**config.mk**
```make
export PLATFORM = sky130hd
export DESIGN_NAME = bus_arbiter_flat
export DESIGN_NICKNAME = d
export VERILOG_FILES = /design/src/rtl/bus_arbiter_if.sv /design/src/rtl/bus_arbiter.sv /design/src/flat_wrapper.sv
export SDC_FILE = /design/constraint.sdc
export NUM_CORES = 1
export LEC_CHECK = 0
export BUFFER_PORTS_ARGS = -buffer_cell sky130_fd_sc_hd__buf_2
export CAP_MARGIN = 5
export CORE_AREA = 2 2 134 136
export CTS_BUF_LIST = sky130_fd_sc_hd__clkbuf_2
export CTS_CLUSTER_DIAMETER = 150
export DETAILED_ROUTE_END_ITERATION = 10
export DIE_AREA = 0 0 136 138
export SLEW_MARGIN = 30
export SYNTH_ARGS = -nofsm -noshare
export SYNTH_HDL_FRONTEND = slang
export SYNTH_SLANG_ARGS = --single-unit
```
**constraint.sdc**
```tcl
create_clock -name clock -period 6.55 [get_ports clock]
set_clock_uncertainty 0.15 [all_clocks]
set_input_delay 1.31 -clock clock [delete_from_list [all_inputs] [get_ports clock]]
set_output_delay 1.31 -clock clock [all_outputs]
set_load 0.05 [all_outputs]
```
**src/rtl/bus_arbiter_if.sv**
```systemverilog
// Shared data-bus bundle between the four arbitration modules and the bus
// arbiter. The arbiter takes the slave view. The request side takes the master view.
// Handshake: a master requests by holding Read or any Write enable high.
// It owns the bus while its Grant is high. The transfer completes on the
// first GRANT cycle in which Bus_arbiter_DataMem_Ready is sampled high.
interface bus_arbiter_if;
  logic        Arb_M_0_DataMem_Read;
  logic [3:0]  Arb_M_0_DataMem_Write;
  logic [29:0] Arb_M_0_DataMem_Address;
  logic [31:0] Arb_M_0_DataMem_Out;
  logic        Arb_M_1_DataMem_Read;
  logic [3:0]  Arb_M_1_DataMem_Write;
  logic [29:0] Arb_M_1_DataMem_Address;
  logic [31:0] Arb_M_1_DataMem_Out;
  logic        Arb_M_2_DataMem_Read;
  logic [3:0]  Arb_M_2_DataMem_Write;
  logic [29:0] Arb_M_2_DataMem_Address;
  logic [31:0] Arb_M_2_DataMem_Out;
  logic        Arb_M_3_DataMem_Read;
  logic [3:0]  Arb_M_3_DataMem_Write;
  logic [29:0] Arb_M_3_DataMem_Address;
  logic [31:0] Arb_M_3_DataMem_Out;
  logic        Bus_arbiter_DataMem_Ready;
  logic        Bus_arbiter_DataMem_Read;
  logic [3:0]  Bus_arbiter_DataMem_Write;
  logic [29:0] Bus_arbiter_DataMem_Address;
  logic [31:0] Bus_arbiter_DataMem_Out;
  logic        Arb_M_0_Grant;
  logic        Arb_M_1_Grant;
  logic        Arb_M_2_Grant;
  logic        Arb_M_3_Grant;
  logic        Timeout_Error;
  logic [1:0]  Timeout_Master;

  modport slave (
    input  Arb_M_0_DataMem_Read, Arb_M_0_DataMem_Write, Arb_M_0_DataMem_Address, Arb_M_0_DataMem_Out,
    input  Arb_M_1_DataMem_Read, Arb_M_1_DataMem_Write, Arb_M_1_DataMem_Address, Arb_M_1_DataMem_Out,
    input  Arb_M_2_DataMem_Read, Arb_M_2_DataMem_Write, Arb_M_2_DataMem_Address, Arb_M_2_DataMem_Out,
    input  Arb_M_3_DataMem_Read, Arb_M_3_DataMem_Write, Arb_M_3_DataMem_Address, Arb_M_3_DataMem_Out,
    input  Bus_arbiter_DataMem_Ready,
    output Bus_arbiter_DataMem_Read, Bus_arbiter_DataMem_Write,
    output Bus_arbiter_DataMem_Address, Bus_arbiter_DataMem_Out,
    output Arb_M_0_Grant, Arb_M_1_Grant, Arb_M_2_Grant, Arb_M_3_Grant,
    output Timeout_Error, Timeout_Master
  );

  modport master (
    output Arb_M_0_DataMem_Read, Arb_M_0_DataMem_Write, Arb_M_0_DataMem_Address, Arb_M_0_DataMem_Out,
    output Arb_M_1_DataMem_Read, Arb_M_1_DataMem_Write, Arb_M_1_DataMem_Address, Arb_M_1_DataMem_Out,
    output Arb_M_2_DataMem_Read, Arb_M_2_DataMem_Write, Arb_M_2_DataMem_Address, Arb_M_2_DataMem_Out,
    output Arb_M_3_DataMem_Read, Arb_M_3_DataMem_Write, Arb_M_3_DataMem_Address, Arb_M_3_DataMem_Out,
    output Bus_arbiter_DataMem_Ready,
    input  Bus_arbiter_DataMem_Read, Bus_arbiter_DataMem_Write,
    input  Bus_arbiter_DataMem_Address, Bus_arbiter_DataMem_Out,
    input  Arb_M_0_Grant, Arb_M_1_Grant, Arb_M_2_Grant, Arb_M_3_Grant,
    input  Timeout_Error, Timeout_Master
  );
endinterface

```
**src/rtl/bus_arbiter.sv**
```systemverilog
// Round-robin arbiter for the four-core shared data bus. It grants one master
// at a time and muxes that master onto the bus. It holds the grant until Ready,
// a master abort or a timeout, then inserts one idle RELEASE cycle.
module bus_arbiter #(
  parameter int TIMEOUT_CYCLES = 255,
  parameter int CNT_W          = 8
) (
  input  logic        clock,
  input  logic        reset_n,
  bus_arbiter_if.slave bus,
  output logic [1:0]  dbg_state_o,
  output logic [1:0]  dbg_rr_ptr_o
);

  typedef enum logic [1:0] {
    IDLE    = 2'd0,
    GRANT   = 2'd1,
    RELEASE = 2'd2
  } state_t;

  state_t             state_q, state_d;
  logic [3:0]         grant_q, grant_d;
  logic [1:0]         rr_ptr_q, rr_ptr_d;
  logic [CNT_W-1:0]   count_q, count_d;
  logic               terr_q, terr_d;
  logic [1:0]         tmaster_q, tmaster_d;

  logic               rd_a   [4];
  logic [3:0]         wr_a   [4];
  logic [29:0]        addr_a [4];
  logic [31:0]        dout_a [4];
  logic [3:0]         req;
  logic [1:0]         winner;
  logic [1:0]         pick;
  logic               pick_valid;

  assign rd_a[0]   = bus.Arb_M_0_DataMem_Read;
  assign rd_a[1]   = bus.Arb_M_1_DataMem_Read;
  assign rd_a[2]   = bus.Arb_M_2_DataMem_Read;
  assign rd_a[3]   = bus.Arb_M_3_DataMem_Read;
  assign wr_a[0]   = bus.Arb_M_0_DataMem_Write;
  assign wr_a[1]   = bus.Arb_M_1_DataMem_Write;
  assign wr_a[2]   = bus.Arb_M_2_DataMem_Write;
  assign wr_a[3]   = bus.Arb_M_3_DataMem_Write;
  assign addr_a[0] = bus.Arb_M_0_DataMem_Address;
  assign addr_a[1] = bus.Arb_M_1_DataMem_Address;
  assign addr_a[2] = bus.Arb_M_2_DataMem_Address;
  assign addr_a[3] = bus.Arb_M_3_DataMem_Address;
  assign dout_a[0] = bus.Arb_M_0_DataMem_Out;
  assign dout_a[1] = bus.Arb_M_1_DataMem_Out;
  assign dout_a[2] = bus.Arb_M_2_DataMem_Out;
  assign dout_a[3] = bus.Arb_M_3_DataMem_Out;

  // A master is requesting when it reads or enables any write byte.
  always_comb begin
    for (int i = 0; i < 4; i++) req[i] = rd_a[i] | (|wr_a[i]);
  end

  // Encode the current one-hot grant into the owning master's index.
  always_comb begin
    winner = 2'd0;
    for (int i = 0; i < 4; i++) if (grant_q[i]) winner = 2'(i);
  end

  // Round-robin search: first requester at or after rr_ptr, wrapping mod 4.
  always_comb begin
    logic [1:0] idx;
    pick       = 2'd0;
    pick_valid = 1'b0;
    idx        = 2'd0;
    for (int k = 0; k < 4; k++) begin
      idx = rr_ptr_q + 2'(k);
      if (!pick_valid && req[idx]) begin
        pick       = idx;
        pick_valid = 1'b1;
      end
    end
  end

  // Next-state logic for arbitration, completion, abort and timeout.
  always_comb begin
    state_d   = state_q;
    grant_d   = grant_q;
    rr_ptr_d  = rr_ptr_q;
    count_d   = count_q;
    terr_d    = 1'b0;
    tmaster_d = tmaster_q;
    case (state_q)
      IDLE: begin
        if (pick_valid) begin
          grant_d = 4'b0001 << pick;
          count_d = '0;
          state_d = GRANT;
        end
      end
      GRANT: begin
        if (bus.Bus_arbiter_DataMem_Ready || !req[winner]) begin
          grant_d  = 4'b0000;
          rr_ptr_d = winner + 2'd1;
          state_d  = RELEASE;
        end else if (count_q == CNT_W'(TIMEOUT_CYCLES - 1)) begin
          grant_d   = 4'b0000;
          rr_ptr_d  = winner + 2'd1;
          terr_d    = 1'b1;
          tmaster_d = winner;
          state_d   = RELEASE;
        end else begin
          count_d = count_q + 1'b1;
        end
      end
      RELEASE: begin
        grant_d = 4'b0000;
        state_d = IDLE;
      end
      default: begin
        grant_d = 4'b0000;
        state_d = IDLE;
      end
    endcase
  end

  // State registers with asynchronous active-low reset.
  always_ff @(posedge clock or negedge reset_n) begin
    if (!reset_n) begin
      state_q   <= IDLE;
      grant_q   <= 4'b0000;
      rr_ptr_q  <= 2'd0;
      count_q   <= '0;
      terr_q    <= 1'b0;
      tmaster_q <= 2'd0;
    end else begin
      state_q   <= state_d;
      grant_q   <= grant_d;
      rr_ptr_q  <= rr_ptr_d;
      count_q   <= count_d;
      terr_q    <= terr_d;
      tmaster_q <= tmaster_d;
    end
  end

  // Bus mux: AND-OR of the granted master's inputs. The grant is zero
  // outside GRANT, which keeps the bus quiet in IDLE, RELEASE and reset.
  always_comb begin
    bus.Bus_arbiter_DataMem_Read    = 1'b0;
    bus.Bus_arbiter_DataMem_Write   = 4'b0000;
    bus.Bus_arbiter_DataMem_Address = 30'd0;
    bus.Bus_arbiter_DataMem_Out     = 32'd0;
    for (int i = 0; i < 4; i++) begin
      if (grant_q[i] && (state_q == GRANT)) begin
        bus.Bus_arbiter_DataMem_Read    = bus.Bus_arbiter_DataMem_Read    | rd_a[i];
        bus.Bus_arbiter_DataMem_Write   = bus.Bus_arbiter_DataMem_Write   | wr_a[i];
        bus.Bus_arbiter_DataMem_Address = bus.Bus_arbiter_DataMem_Address | addr_a[i];
        bus.Bus_arbiter_DataMem_Out     = bus.Bus_arbiter_DataMem_Out     | dout_a[i];
      end
    end
  end

  assign bus.Arb_M_0_Grant  = grant_q[0];
  assign bus.Arb_M_1_Grant  = grant_q[1];
  assign bus.Arb_M_2_Grant  = grant_q[2];
  assign bus.Arb_M_3_Grant  = grant_q[3];
  assign bus.Timeout_Error  = terr_q;
  assign bus.Timeout_Master = tmaster_q;
  assign dbg_state_o        = state_q;
  assign dbg_rr_ptr_o       = rr_ptr_q;

endmodule
```
**src/flat_wrapper.sv**
```systemverilog
// flat-port wrapper written by rule: the top's interface ports become plain ports
module bus_arbiter_flat 
#(
  parameter int TIMEOUT_CYCLES = 255,
  parameter int CNT_W          = 8
)
  (clock, reset_n, dbg_state_o, dbg_rr_ptr_o, bus_Arb_M_0_DataMem_Read, bus_Arb_M_0_DataMem_Write, bus_Arb_M_0_DataMem_Address, bus_Arb_M_0_DataMem_Out, bus_Arb_M_1_DataMem_Read, bus_Arb_M_1_DataMem_Write, bus_Arb_M_1_DataMem_Address, bus_Arb_M_1_DataMem_Out, bus_Arb_M_2_DataMem_Read, bus_Arb_M_2_DataMem_Write, bus_Arb_M_2_DataMem_Address, bus_Arb_M_2_DataMem_Out, bus_Arb_M_3_DataMem_Read, bus_Arb_M_3_DataMem_Write, bus_Arb_M_3_DataMem_Address, bus_Arb_M_3_DataMem_Out, bus_Bus_arbiter_DataMem_Ready, bus_Bus_arbiter_DataMem_Read, bus_Bus_arbiter_DataMem_Write, bus_Bus_arbiter_DataMem_Address, bus_Bus_arbiter_DataMem_Out, bus_Arb_M_0_Grant, bus_Arb_M_1_Grant, bus_Arb_M_2_Grant, bus_Arb_M_3_Grant, bus_Timeout_Error, bus_Timeout_Master);
  bus_arbiter_if bus_i ();
  input  logic clock;
  input  logic reset_n;
  output logic [1:0] dbg_state_o;
  output logic [1:0] dbg_rr_ptr_o;
  input wire logic [$bits(bus_i.Arb_M_0_DataMem_Read)-1:0] bus_Arb_M_0_DataMem_Read;
  input wire logic [$bits(bus_i.Arb_M_0_DataMem_Write)-1:0] bus_Arb_M_0_DataMem_Write;
  input wire logic [$bits(bus_i.Arb_M_0_DataMem_Address)-1:0] bus_Arb_M_0_DataMem_Address;
  input wire logic [$bits(bus_i.Arb_M_0_DataMem_Out)-1:0] bus_Arb_M_0_DataMem_Out;
  input wire logic [$bits(bus_i.Arb_M_1_DataMem_Read)-1:0] bus_Arb_M_1_DataMem_Read;
  input wire logic [$bits(bus_i.Arb_M_1_DataMem_Write)-1:0] bus_Arb_M_1_DataMem_Write;
  input wire logic [$bits(bus_i.Arb_M_1_DataMem_Address)-1:0] bus_Arb_M_1_DataMem_Address;
  input wire logic [$bits(bus_i.Arb_M_1_DataMem_Out)-1:0] bus_Arb_M_1_DataMem_Out;
  input wire logic [$bits(bus_i.Arb_M_2_DataMem_Read)-1:0] bus_Arb_M_2_DataMem_Read;
  input wire logic [$bits(bus_i.Arb_M_2_DataMem_Write)-1:0] bus_Arb_M_2_DataMem_Write;
  input wire logic [$bits(bus_i.Arb_M_2_DataMem_Address)-1:0] bus_Arb_M_2_DataMem_Address;
  input wire logic [$bits(bus_i.Arb_M_2_DataMem_Out)-1:0] bus_Arb_M_2_DataMem_Out;
  input wire logic [$bits(bus_i.Arb_M_3_DataMem_Read)-1:0] bus_Arb_M_3_DataMem_Read;
  input wire logic [$bits(bus_i.Arb_M_3_DataMem_Write)-1:0] bus_Arb_M_3_DataMem_Write;
  input wire logic [$bits(bus_i.Arb_M_3_DataMem_Address)-1:0] bus_Arb_M_3_DataMem_Address;
  input wire logic [$bits(bus_i.Arb_M_3_DataMem_Out)-1:0] bus_Arb_M_3_DataMem_Out;
  input wire logic [$bits(bus_i.Bus_arbiter_DataMem_Ready)-1:0] bus_Bus_arbiter_DataMem_Ready;
  output wire logic [$bits(bus_i.Bus_arbiter_DataMem_Read)-1:0] bus_Bus_arbiter_DataMem_Read;
  output wire logic [$bits(bus_i.Bus_arbiter_DataMem_Write)-1:0] bus_Bus_arbiter_DataMem_Write;
  output wire logic [$bits(bus_i.Bus_arbiter_DataMem_Address)-1:0] bus_Bus_arbiter_DataMem_Address;
  output wire logic [$bits(bus_i.Bus_arbiter_DataMem_Out)-1:0] bus_Bus_arbiter_DataMem_Out;
  output wire logic [$bits(bus_i.Arb_M_0_Grant)-1:0] bus_Arb_M_0_Grant;
  output wire logic [$bits(bus_i.Arb_M_1_Grant)-1:0] bus_Arb_M_1_Grant;
  output wire logic [$bits(bus_i.Arb_M_2_Grant)-1:0] bus_Arb_M_2_Grant;
  output wire logic [$bits(bus_i.Arb_M_3_Grant)-1:0] bus_Arb_M_3_Grant;
  output wire logic [$bits(bus_i.Timeout_Error)-1:0] bus_Timeout_Error;
  output wire logic [$bits(bus_i.Timeout_Master)-1:0] bus_Timeout_Master;
  assign bus_i.Arb_M_0_DataMem_Read = bus_Arb_M_0_DataMem_Read;
  assign bus_i.Arb_M_0_DataMem_Write = bus_Arb_M_0_DataMem_Write;
  assign bus_i.Arb_M_0_DataMem_Address = bus_Arb_M_0_DataMem_Address;
  assign bus_i.Arb_M_0_DataMem_Out = bus_Arb_M_0_DataMem_Out;
  assign bus_i.Arb_M_1_DataMem_Read = bus_Arb_M_1_DataMem_Read;
  assign bus_i.Arb_M_1_DataMem_Write = bus_Arb_M_1_DataMem_Write;
  assign bus_i.Arb_M_1_DataMem_Address = bus_Arb_M_1_DataMem_Address;
  assign bus_i.Arb_M_1_DataMem_Out = bus_Arb_M_1_DataMem_Out;
  assign bus_i.Arb_M_2_DataMem_Read = bus_Arb_M_2_DataMem_Read;
  assign bus_i.Arb_M_2_DataMem_Write = bus_Arb_M_2_DataMem_Write;
  assign bus_i.Arb_M_2_DataMem_Address = bus_Arb_M_2_DataMem_Address;
  assign bus_i.Arb_M_2_DataMem_Out = bus_Arb_M_2_DataMem_Out;
  assign bus_i.Arb_M_3_DataMem_Read = bus_Arb_M_3_DataMem_Read;
  assign bus_i.Arb_M_3_DataMem_Write = bus_Arb_M_3_DataMem_Write;
  assign bus_i.Arb_M_3_DataMem_Address = bus_Arb_M_3_DataMem_Address;
  assign bus_i.Arb_M_3_DataMem_Out = bus_Arb_M_3_DataMem_Out;
  assign bus_i.Bus_arbiter_DataMem_Ready = bus_Bus_arbiter_DataMem_Ready;
  assign bus_Bus_arbiter_DataMem_Read = bus_i.Bus_arbiter_DataMem_Read;
  assign bus_Bus_arbiter_DataMem_Write = bus_i.Bus_arbiter_DataMem_Write;
  assign bus_Bus_arbiter_DataMem_Address = bus_i.Bus_arbiter_DataMem_Address;
  assign bus_Bus_arbiter_DataMem_Out = bus_i.Bus_arbiter_DataMem_Out;
  assign bus_Arb_M_0_Grant = bus_i.Arb_M_0_Grant;
  assign bus_Arb_M_1_Grant = bus_i.Arb_M_1_Grant;
  assign bus_Arb_M_2_Grant = bus_i.Arb_M_2_Grant;
  assign bus_Arb_M_3_Grant = bus_i.Arb_M_3_Grant;
  assign bus_Timeout_Error = bus_i.Timeout_Error;
  assign bus_Timeout_Master = bus_i.Timeout_Master;
  bus_arbiter #(.TIMEOUT_CYCLES(TIMEOUT_CYCLES), .CNT_W(CNT_W)) u_core (.clock(clock), .reset_n(reset_n), .bus(bus_i), .dbg_state_o(dbg_state_o), .dbg_rr_ptr_o(dbg_rr_ptr_o));
endmodule
```
==> reports/qor.txt, run 1 <==
Outcome: completed
Total congestion overflow: 0
Delay-heaviest family, CP: simple AND/OR/NAND/NOR gates
Total GRT Usage: 17.5%
Final hold violations: 0
Sequential fraction of the synthesis area: 18.4%
Syn_area_per_cell: 7.34 µm²
Worst reg2reg path depth: 5
Worst ir drop on vdd: 199 µV
Clock-pin slew of the registers on the worst-case setup and hold paths: 0.19 ns
Count of synthesis-stage warnings from yosys: 0
Clock Latency Late Sink: 0.32 ns
GPL Wtd Cong: 0.825
Worst path bufs/invs: 2
Initial DRC count: 265
Yosys reg bits: 19
Max H-tree Level: 1
Max-cap viol count: 0
Area Growth Syn to Fin: 78.7%
Max-slew headroom: 50.7%
Vias in the first global route: 4176
Core area: 17500 µm²
Post-synth cell types: 46
Drc violations: 0
Worst-Margin Slew: 0.738 ns
Critical path fanouts, max: 40
Buffers on Ports: 348
Hold path cells: 1
Synth Cell Area: 2590 µm²
Wire per inst: 19.1 µm
Initial Utilization: 14.8%
Setup Buffers After CTS: 0
Post-Route WL: 17.4 mm
RSZ-0062 raised after global routing: false
Detailed placer's ending HPWL: 14.8 mm
Syn_nets: 626
Final setup fails: 0
PD cells: 359 nW/µm²
Number of synthesized flops with an enable pin: 0
Post-Route Utilization: 26.4%
Pleak: 2.59 nW
Clock root buffer: clkbuf_2
Mapped Cells: 353
Initial antenna violation count: 3
Final min period: 4.55 ns
Final setup margin: 2.00 ns
Clock sinks: 19
Sum Neg Setup Slack: 0 ns
Ordered cell list for the critical path: nand2b_1, nor2_4, buf_4, a22oi_1, nand2_1, buf_2
Die Y: 138 µm
Detail Route Antenna Nets: 0
Final Net Count: 955
Crit-path slowest cell: nor2_4
Critical setup path kind: reg2out
Post_cts resized: 0
DR pass1 iterations: 5
Worst min-delay path category: reg2reg
Max Freq: 220 MHz
CTS tree: yes
WP data arrival: 3.09 ns
Crit path largest cell delay: 0.67 ns
Share of layout cells above drive strength 1: 56.2%
Crit. End Element: output pin
CTS Hold Bufs: 0
Max-slew violations: 0
Die area: 18800 µm²
Die width: 136 µm
Vias: 4320
Rows: 49
Data required, critical path: 5.09 ns
Post-synth ARST share: 100%
Startpoint Class: flop
Clock buffer depth: 2
Period Utilization, post-route: 69.5%
IO Count: 349
Largest net degree at the start of global routing: 50
TritonCTS buffer count: 3
Pre-CTS WS: 2.30 ns
Global-route wire length before repair: 25.1 mm
DR vias/cell: 4.74
Ys flop type: dfrtp_1
Stages on worst setup path: 6
[Yosys cell counts, drive strengths merged (3+ instances only)]
cell | count | area share, %
a22oi | 134 | 39
nand2 | 72 | 10
clkbuf | 25 | 3.6
dfrtp | 19 | 18
nor2 | 11 | 2.2
inv | 9 | 1.3
or4 | 8 | 2.9
nor3 | 6 | 1.2
a21oi | 5 | 0.97
buf | 5 | 1.1
o21ai | 5 | 1.4
o31ai | 5 | 1.4
mux2i | 4 | 1.5
nand3 | 4 | 0.97
nand4 | 4 | 1.5
o32ai | 4 | 1.4
or2 | 4 | 0.97
mux2 | 3 | 1.4
nand2b | 3 | 0.72
nor4 | 3 | 0.72
[final cells by class]
cell class / count / area, µm²
fill: 2003 / 12900
clock inverter: 1 / 5.00
tap: 229 / 287
multi-input combinational: 295 / 1990
sequential: 19 / 475
inverter: 9 / 33.8
clock buffer: 3 / 15.0
timing repair buffer: 354 / 1820
antenna: 2 / 5.00
[power by group]
group | leakage [nW] | switching (mW) | total (mW) | internal (mW)
Sequential | 0.254 | 0.0279 | 0.168 | 0.140
Combinational | 2.32 | 1.08 | 1.44 | 0.363
Clock | 0.0164 | 0.0384 | 0.0522 | 0.0138
[sequential cells by signal, indices dropped and copies added, names as in the netlist]
signal                     count
u_core.count_q                 8
u_core.grant_q                 4
u_core.bus.Timeout_Master      2
u_core.dbg_rr_ptr_o            2
u_core.dbg_state_o             2
u_core.bus.Timeout_Error       1
[layer usage]
layer | share of wire, % | global-route usage, % | up-vias
met2 | 52 | 31.9 | 240
met3 | 7.0 | 2.31 | 13
li1 | - | - | 2063
met4 | 1.0 | 2.58 | 2
met5 | 0.075 | 0 | -
met1 | 39 | 22.1 | 2002
[worst paths after layout]
kind	from	to	slack, ns
setup / recovery	u_core.dbg_state_o[1]	bus_Bus_arbiter_DataMem_Out[8]	2.00
min in group asynchronous	reset_n	u_core.dbg_state_o[0]	0.73
setup reg to reg	u_core.dbg_state_o[1]	u_core.count_q[3]	4.19
hold reg to reg	u_core.bus.Timeout_Master[0]	u_core.bus.Timeout_Master[0]	0.38
hold / removal	u_core.bus.Timeout_Master[0]	u_core.bus.Timeout_Master[0]	0.38
max in group asynchronous	reset_n	u_core.count_q[5]	5.21
[cells in the final DEF, fill, tap and decap left out, types with 5 or more instances in the layout]
cell type  Yosys  layout
a22oi_1      134     134
nor2_4         2       6
nor3_1         6       6
buf_2          1     348
o31ai_1        5       5
a21oi_1        5       5
dfrtp_1       19      19
nor2_1         9       5
nand2_1       72      72
inv_1          9       9
[metrics by stage]
| step | instance area [µm²] | hold WS [ns] | total power [mW] | std cells |
|---|---|---|---|---|
| 3_3_place_gp | 4580 | 0.341 | 1.62 | 905 |
| 3_5_place_dp | 4580 | 0.344 | 1.62 | 905 |
| 6_report | 4630 | 0.378 | 1.66 | 912 |
| 2_1_floorplan | 2590 | 0.369 | 1.17 | 353 |
| 4_1_cts | 4600 | 0.384 | 1.68 | 909 |
| 5_1_grt | 4630 | 0.423 | 1.76 | 911 |
[kinds of logic (layout without fill, tap and decap cells)]
group	after synthesis	count (layout)	synth area share, %
compound gates	164	164	47.8
simple gates	122	122	23.9
buf+inv	39	367	5.99
flops	19	19	18.4
mux	7	7	2.99
fa+ha+maj	2	2	0.966
other cells	0	2	0
No activity file was read; power rests on OpenSTA's default activity.
==> inputs of run 2 (changes only) <==
--- a/config.mk
+++ b/config.mk
@@ -7,11 +7,11 @@
 export LEC_CHECK = 0
 export BUFFER_PORTS_ARGS = -buffer_cell sky130_fd_sc_hd__buf_2
 export CAP_MARGIN = 5
-export CORE_AREA = 2 2 134 136
+export CORE_AREA = 2 2 136 138
 export CTS_BUF_LIST = sky130_fd_sc_hd__clkbuf_2
 export CTS_CLUSTER_DIAMETER = 150
 export DETAILED_ROUTE_END_ITERATION = 10
-export DIE_AREA = 0 0 136 138
+export DIE_AREA = 0 0 138 140
 export SLEW_MARGIN = 30
 export SYNTH_ARGS = -nofsm -noshare
 export SYNTH_HDL_FRONTEND = slang
==> constraint.sdc (replaced) <==
create_clock -name clock -period 4.77 [get_ports clock]
set_clock_uncertainty 0.15 [all_clocks]
set_input_delay 0.954 -clock clock [delete_from_list [all_inputs] [get_ports clock]]
set_output_delay 0.954 -clock clock [all_outputs]
set_load 0.05 [all_outputs]
==> run 2 against run 1 <==
Compared with the run above:
- worst hold slack improved by 0.0034 ns
- clock-buffer cell count increased by 1
- die area increased by 2.9%
- cell count increased by 0.11%
- sequential share of layout area about the same
- total power increased by 38%
- via count increased by 0.67%
- clock power increased by 34%
- wire length decreased by 4.0%
- cell area decreased by 0.16%
- critical path type unchanged
- critical endpoint is now bus_Bus_arbiter_DataMem_Out[2]
==> reports/qor.txt, run 2 (synthesis gave the netlist of run 1 again) <==
Die Y: 140 µm
Wire per inst: 18.3 µm
Vias: 4349
Post_cts resized: 0
Detailed placer's ending HPWL: 14.1 mm
Largest regs: u_core.count_q: 8 flops, u_core.grant_q: 4 flops
Total GRT Usage: 16.0%
Post-Route WL: 16.7 mm
Drc violations: 0
Critical path fanouts, max: 33
CTS Hold Bufs: 0
Crit. End Element: output pin
Worst Hold Launch: u_core.bus.Timeout_Master[0]
Initial DRC count: 400
Data required, critical path: 3.67 ns
Max-cap viol count: 0
Die width: 138 µm
Clock sinks: 19
IO Count: 349
Final hold violations: 0
Max-slew violations: 0
GPL Wtd Cong: 0.851
WP data arrival: 2.77 ns
Vias in the first global route: 4200
Post-Route Utilization: 26.0%
Worst min-delay path category: reg2reg
Global-route wire length before repair: 24.6 mm
Die area: 19300 µm²
Setup Buffers After CTS: 0
Pleak: 2.59 nW
Total power: 2.29 mW
RSZ-0062 raised after global routing: false
PD cells: 496 nW/µm²
CTS tree: yes
Core area: 17800 µm²
Clock root buffer: clkbuf_2
R2R Path Start: u_core.dbg_state_o[1]
Clock buffer depth: 2
Final Net Count: 957
Share of layout cells above drive strength 1: 56.4%
Clock-pin slew of the registers on the worst-case setup and hold paths: 0.17 ns
Max H-tree Level: 1
Filler cells: 2011
Final min period: 3.87 ns
Dpl cells: 908
Total congestion overflow: 0
Startpoint Class: flop
Max reg flops: 8
Initial antenna violation count: 4
Largest net degree at the start of global routing: 40
Non-Filler Instances: 913
Most frequent cells in the layout: buf_2 (348), a22oi_1 (134), nand2_1 (72)
WHS Endpoint: u_core.bus.Timeout_Master[0]
Clock Latency Late Sink: 0.30 ns
Rows: 49
Max-slew headroom: 46.9%
Hold path cells: 1
Critical setup path kind: reg2out
Area Growth Syn to Fin: 78.5%
Period Utilization, post-route: 81.2%
Worst-Margin Slew: 0.795 ns
Max Freq: 258 MHz
Sum Neg Setup Slack: 0 ns
Detail Route Antenna Nets: 0
Worst reg-to-reg setup slack: 2.44 ns
Most common cell after layout, fill and taps aside: buf_2
Hold_ws: 0.381 ns
Worst ir drop on vdd: 257 µV
DR vias/cell: 4.76
Worst reg2reg path depth: 5
Outcome: completed
Initial Utilization: 14.6%
Buffers on Ports: 348
Crit Reg-Reg Endpoint: u_core.count_q[3]
Biggest register: u_core.count_q
TritonCTS buffer count: 3
Final setup fails: 0
DR pass1 iterations: 5
## run 2: cell types whose count changed in the layout (fill, tap and decap cells not counted), sizes merged
| cell | delta |
|---|---|
| buf | +2 |
| clkbuf | +1 |
| clkinv | -1 |
| diode | -1 |
## run 2: metal layers
layer,track usage [%],share of wire [%],vias to the layer above
met1,23.6,46,2003
li1,-,-,2068
met5,0,0.16,-
met3,2.26,7.6,6
met4,0.859,0.17,4
met2,26.0,46,268
## run 2: critical path: stages (launching register included)
cell      delay, ns
dfrtp_1        0.48
nand2b_1       0.39
nor2_4         0.71
buf_12         0.29
a22oi_1        0.11
nand2_1        0.15
buf_2          0.30
## run 2: power breakdown
group	switching (mW)	leakage [nW]	total [mW]	internal, mW
Combinational	1.49	2.32	1.99	0.493
Sequential	0.0411	0.254	0.234	0.193
Clock	0.0479	0.0166	0.0701	0.0222
Total	1.58	2.59	2.29	0.707
## run 2: how the worst max path moves through the flow
stage / slack, ns / from / end / cells after the start
finish: 0.90 / u_core.dbg_state_o[1] / bus_Bus_arbiter_DataMem_Out[2] / 6
detailed placement: 1.27 / u_core.dbg_state_o[1] / bus_Bus_arbiter_DataMem_Address[4] / 6
global placement: 1.30 / u_core.dbg_state_o[1] / bus_Bus_arbiter_DataMem_Out[2] / 6
global route: 0.63 / u_core.dbg_state_o[1] / bus_Bus_arbiter_DataMem_Address[4] / 6
floorplan: 1.50 / u_core.dbg_state_o[1] / bus_Bus_arbiter_DataMem_Out[10] / 6
CTS: 0.89 / u_core.dbg_state_o[1] / bus_Bus_arbiter_DataMem_Address[4] / 6
## run 2: metrics by stage
stage / area, µm² / setup WS (ns)
2_1_floorplan: 2590 / 1.50
3_3_place_gp: 4600 / 1.30
3_5_place_dp: 4600 / 1.27
4_1_cts: 4620 / 0.889
5_1_grt: 4620 / 0.634
6_report: 4620 / 0.896
## run 2: final cells by class
class	instances	area [µm²]	area share (%)
clock buffer	4	20.0	0.433
sequential	19	475	10.3
inverter	9	33.8	0.731
tap	229	287	6.20
multi-input combinational	295	1990	43.0
antenna	1	2.50	0.0541
timing repair buffer	356	1810	39.3
==> inputs of run 3 (changes only) <==
--- a/config.mk
+++ b/config.mk
@@ -7,11 +7,11 @@
 export LEC_CHECK = 0
 export BUFFER_PORTS_ARGS = -buffer_cell sky130_fd_sc_hd__buf_2
 export CAP_MARGIN = 5
-export CORE_AREA = 2 2 136 138
+export CORE_AREA = 2 2 134 136
 export CTS_BUF_LIST = sky130_fd_sc_hd__clkbuf_2
 export CTS_CLUSTER_DIAMETER = 150
 export DETAILED_ROUTE_END_ITERATION = 10
-export DIE_AREA = 0 0 138 140
+export DIE_AREA = 0 0 136 138
 export SLEW_MARGIN = 30
 export SYNTH_ARGS = -nofsm -noshare
 export SYNTH_HDL_FRONTEND = slang
==> constraint.sdc (replaced) <==
create_clock -name clock -period 3.55 [get_ports clock]
set_clock_uncertainty 0.15 [all_clocks]
set_input_delay 0.71 -clock clock [delete_from_list [all_inputs] [get_ports clock]]
set_output_delay 0.71 -clock clock [all_outputs]
set_load 0.05 [all_outputs]
==> run 3 against run 2 <==
Compared with the run above:
- combinational power is 35% higher
- cell area is 0.92% higher
- highest routed layer unchanged
- first-iteration DRC count is 31% lower
- largest power group unchanged
- critical endpoint unchanged
==> reports/qor.txt, run 3 (synthesis gave the netlist of run 1 again) <==
Worst min-delay path category: in2async
Post-Route Utilization: 26.6%
Wire per inst: 19.4 µm
Worst ir drop on vdd: 330 µV
Die width: 136 µm
PD cells: 664 nW/µm²
Drc violations: 0
Switch Pwr: 2.14 mW
Clock buffer depth: 2
Largest regs: u_core.count_q: 8 flops, u_core.grant_q: 4 flops
Clock root buffer: clkbuf_2
Max Freq: 303 MHz
Post_cts resized: 0
Period Utilization, post-route: 93.1%
RSZ-0062 raised after global routing: false
Max-cap viol count: 0
Worst reg-to-reg setup slack: 1.18 ns
Hold_ws: 0.128 ns
Global-route wire length before repair: 25.3 mm
Pleak: 2.61 nW
Clock sinks: 19
Vias: 4420
Data required, critical path: 2.69 ns
Critical path fanouts, max: 31
Worst-Margin Slew: 0.567 ns
Outcome: completed
Total congestion overflow: 0
Sum Neg Setup Slack: 0 ns
Total GRT Usage: 17.7%
Max H-tree Level: 1
Final setup fails: 0
Max-slew violations: 0
TritonCTS buffer count: 3
CTS tree: yes
Most common cell after layout, fill and taps aside: buf_2
WP data arrival: 2.45 ns
Most frequent cells in the layout: buf_2 (348), a22oi_1 (134), nand2_1 (72)
Filler cells: 1986
Final setup margin: 0.244 ns
CTS Hold Bufs: 0
Initial Utilization: 14.8%
Initial DRC count: 278
Clock power share: 3.2%
Vias in the first global route: 4101
Die area: 18800 µm²
IO Count: 349
DR pass1 iterations: 5
Max-slew headroom: 61.7%
Rows: 49
Internal power consumption: 955 µW
Setup Buffers After CTS: 0
Biggest register: u_core.count_q
Die Y: 138 µm
Crit. End Element: output pin
GPL Wtd Cong: 0.807
Initial antenna violation count: 3
Total power: 3.10 mW
Startpoint Class: flop
Largest net degree at the start of global routing: 38
Detail Route Antenna Nets: 0
Sw Ratio: 69.1%
Final hold violations: 0
Final Net Count: 961
Detailed placer's ending HPWL: 15.3 mm
Clock Latency Late Sink: 0.33 ns
DR vias/cell: 4.82
Critical setup path kind: reg2out
Core area: 17500 µm²
Logic pwr share: 86.7%
Share of layout cells above drive strength 1: 56.6%
Final min period: 3.31 ns
Clock-pin slew of the registers on the worst-case setup and hold paths: 0.21 ns
Pre-CTS WS: 0.627 ns
Buffers on Ports: 348
Max reg flops: 8
Area Growth Syn to Fin: 80.1%
Sequential share of power: 10.1%
Post-Route WL: 17.8 mm
-- run 3: path summary, 6_finish.rpt --
path                                              startpoint                              to  depth (start not counted)
worst max-delay path                   u_core.dbg_state_o[1]  bus_Bus_arbiter_DataMem_Out[2]                          6
worst min-delay path                                 reset_n               u_core.count_q[1]                          1
worst max register to register         u_core.dbg_state_o[1]    u_core.bus.Timeout_Master[0]                          5
worst min register to register  u_core.bus.Timeout_Master[1]    u_core.bus.Timeout_Master[1]                          1
max in group asynchronous                            reset_n        u_core.bus.Timeout_Error                          1
min in group clock              u_core.bus.Timeout_Master[1]    u_core.bus.Timeout_Master[1]                          1
-- run 3: stage by stage --
step	instances	instance area, µm²
floorplan	353	2590
global placement	912	4640
detailed placement	912	4640
CTS	916	4660
global route	917	4660
finish	917	4660
-- run 3: final cells by class --
class	count	area, µm²	area share [%]
tap	229	287	6.14
clock buffer	3	15.0	0.322
antenna	1	2.50	0.0536
clock inverter	1	5.00	0.107
timing repair buffer	360	1860	39.8
inverter	9	33.8	0.724
multi-input combinational	295	1990	42.7
sequential	19	475	10.2
-- run 3: worst max-delay path, stage by stage (launching register included) --
cell and delay, ns:
dfrtp_1 0.48, nand2b_1 0.39, nor2_4 0.18, buf_4 0.36
a22oi_1 0.24, nand2_1 0.16, buf_2 0.27
-- run 3: power by group through the flow --
stage	Combinational, mW	Sequential [mW]	Clock [mW]
floorplan	1.74	0.423	0
global placement	2.71	0.314	0
detailed placement	2.72	0.316	0
CTS	2.72	0.312	0.102
global route	2.84	0.321	0.107
finish	2.68	0.313	0.100
-- run 3: per-layer routing --
metal / vias up / GRT usage (%) / part of all wire (%)
met2: 245 / 32.5 / 53
met4: 2 / 3.89 / 2.0
met3: 17 / 1.50 / 6.9
li1: 2071 / - / -
met1: 2085 / 22.2 / 38
met5: - / 0 / 0.073
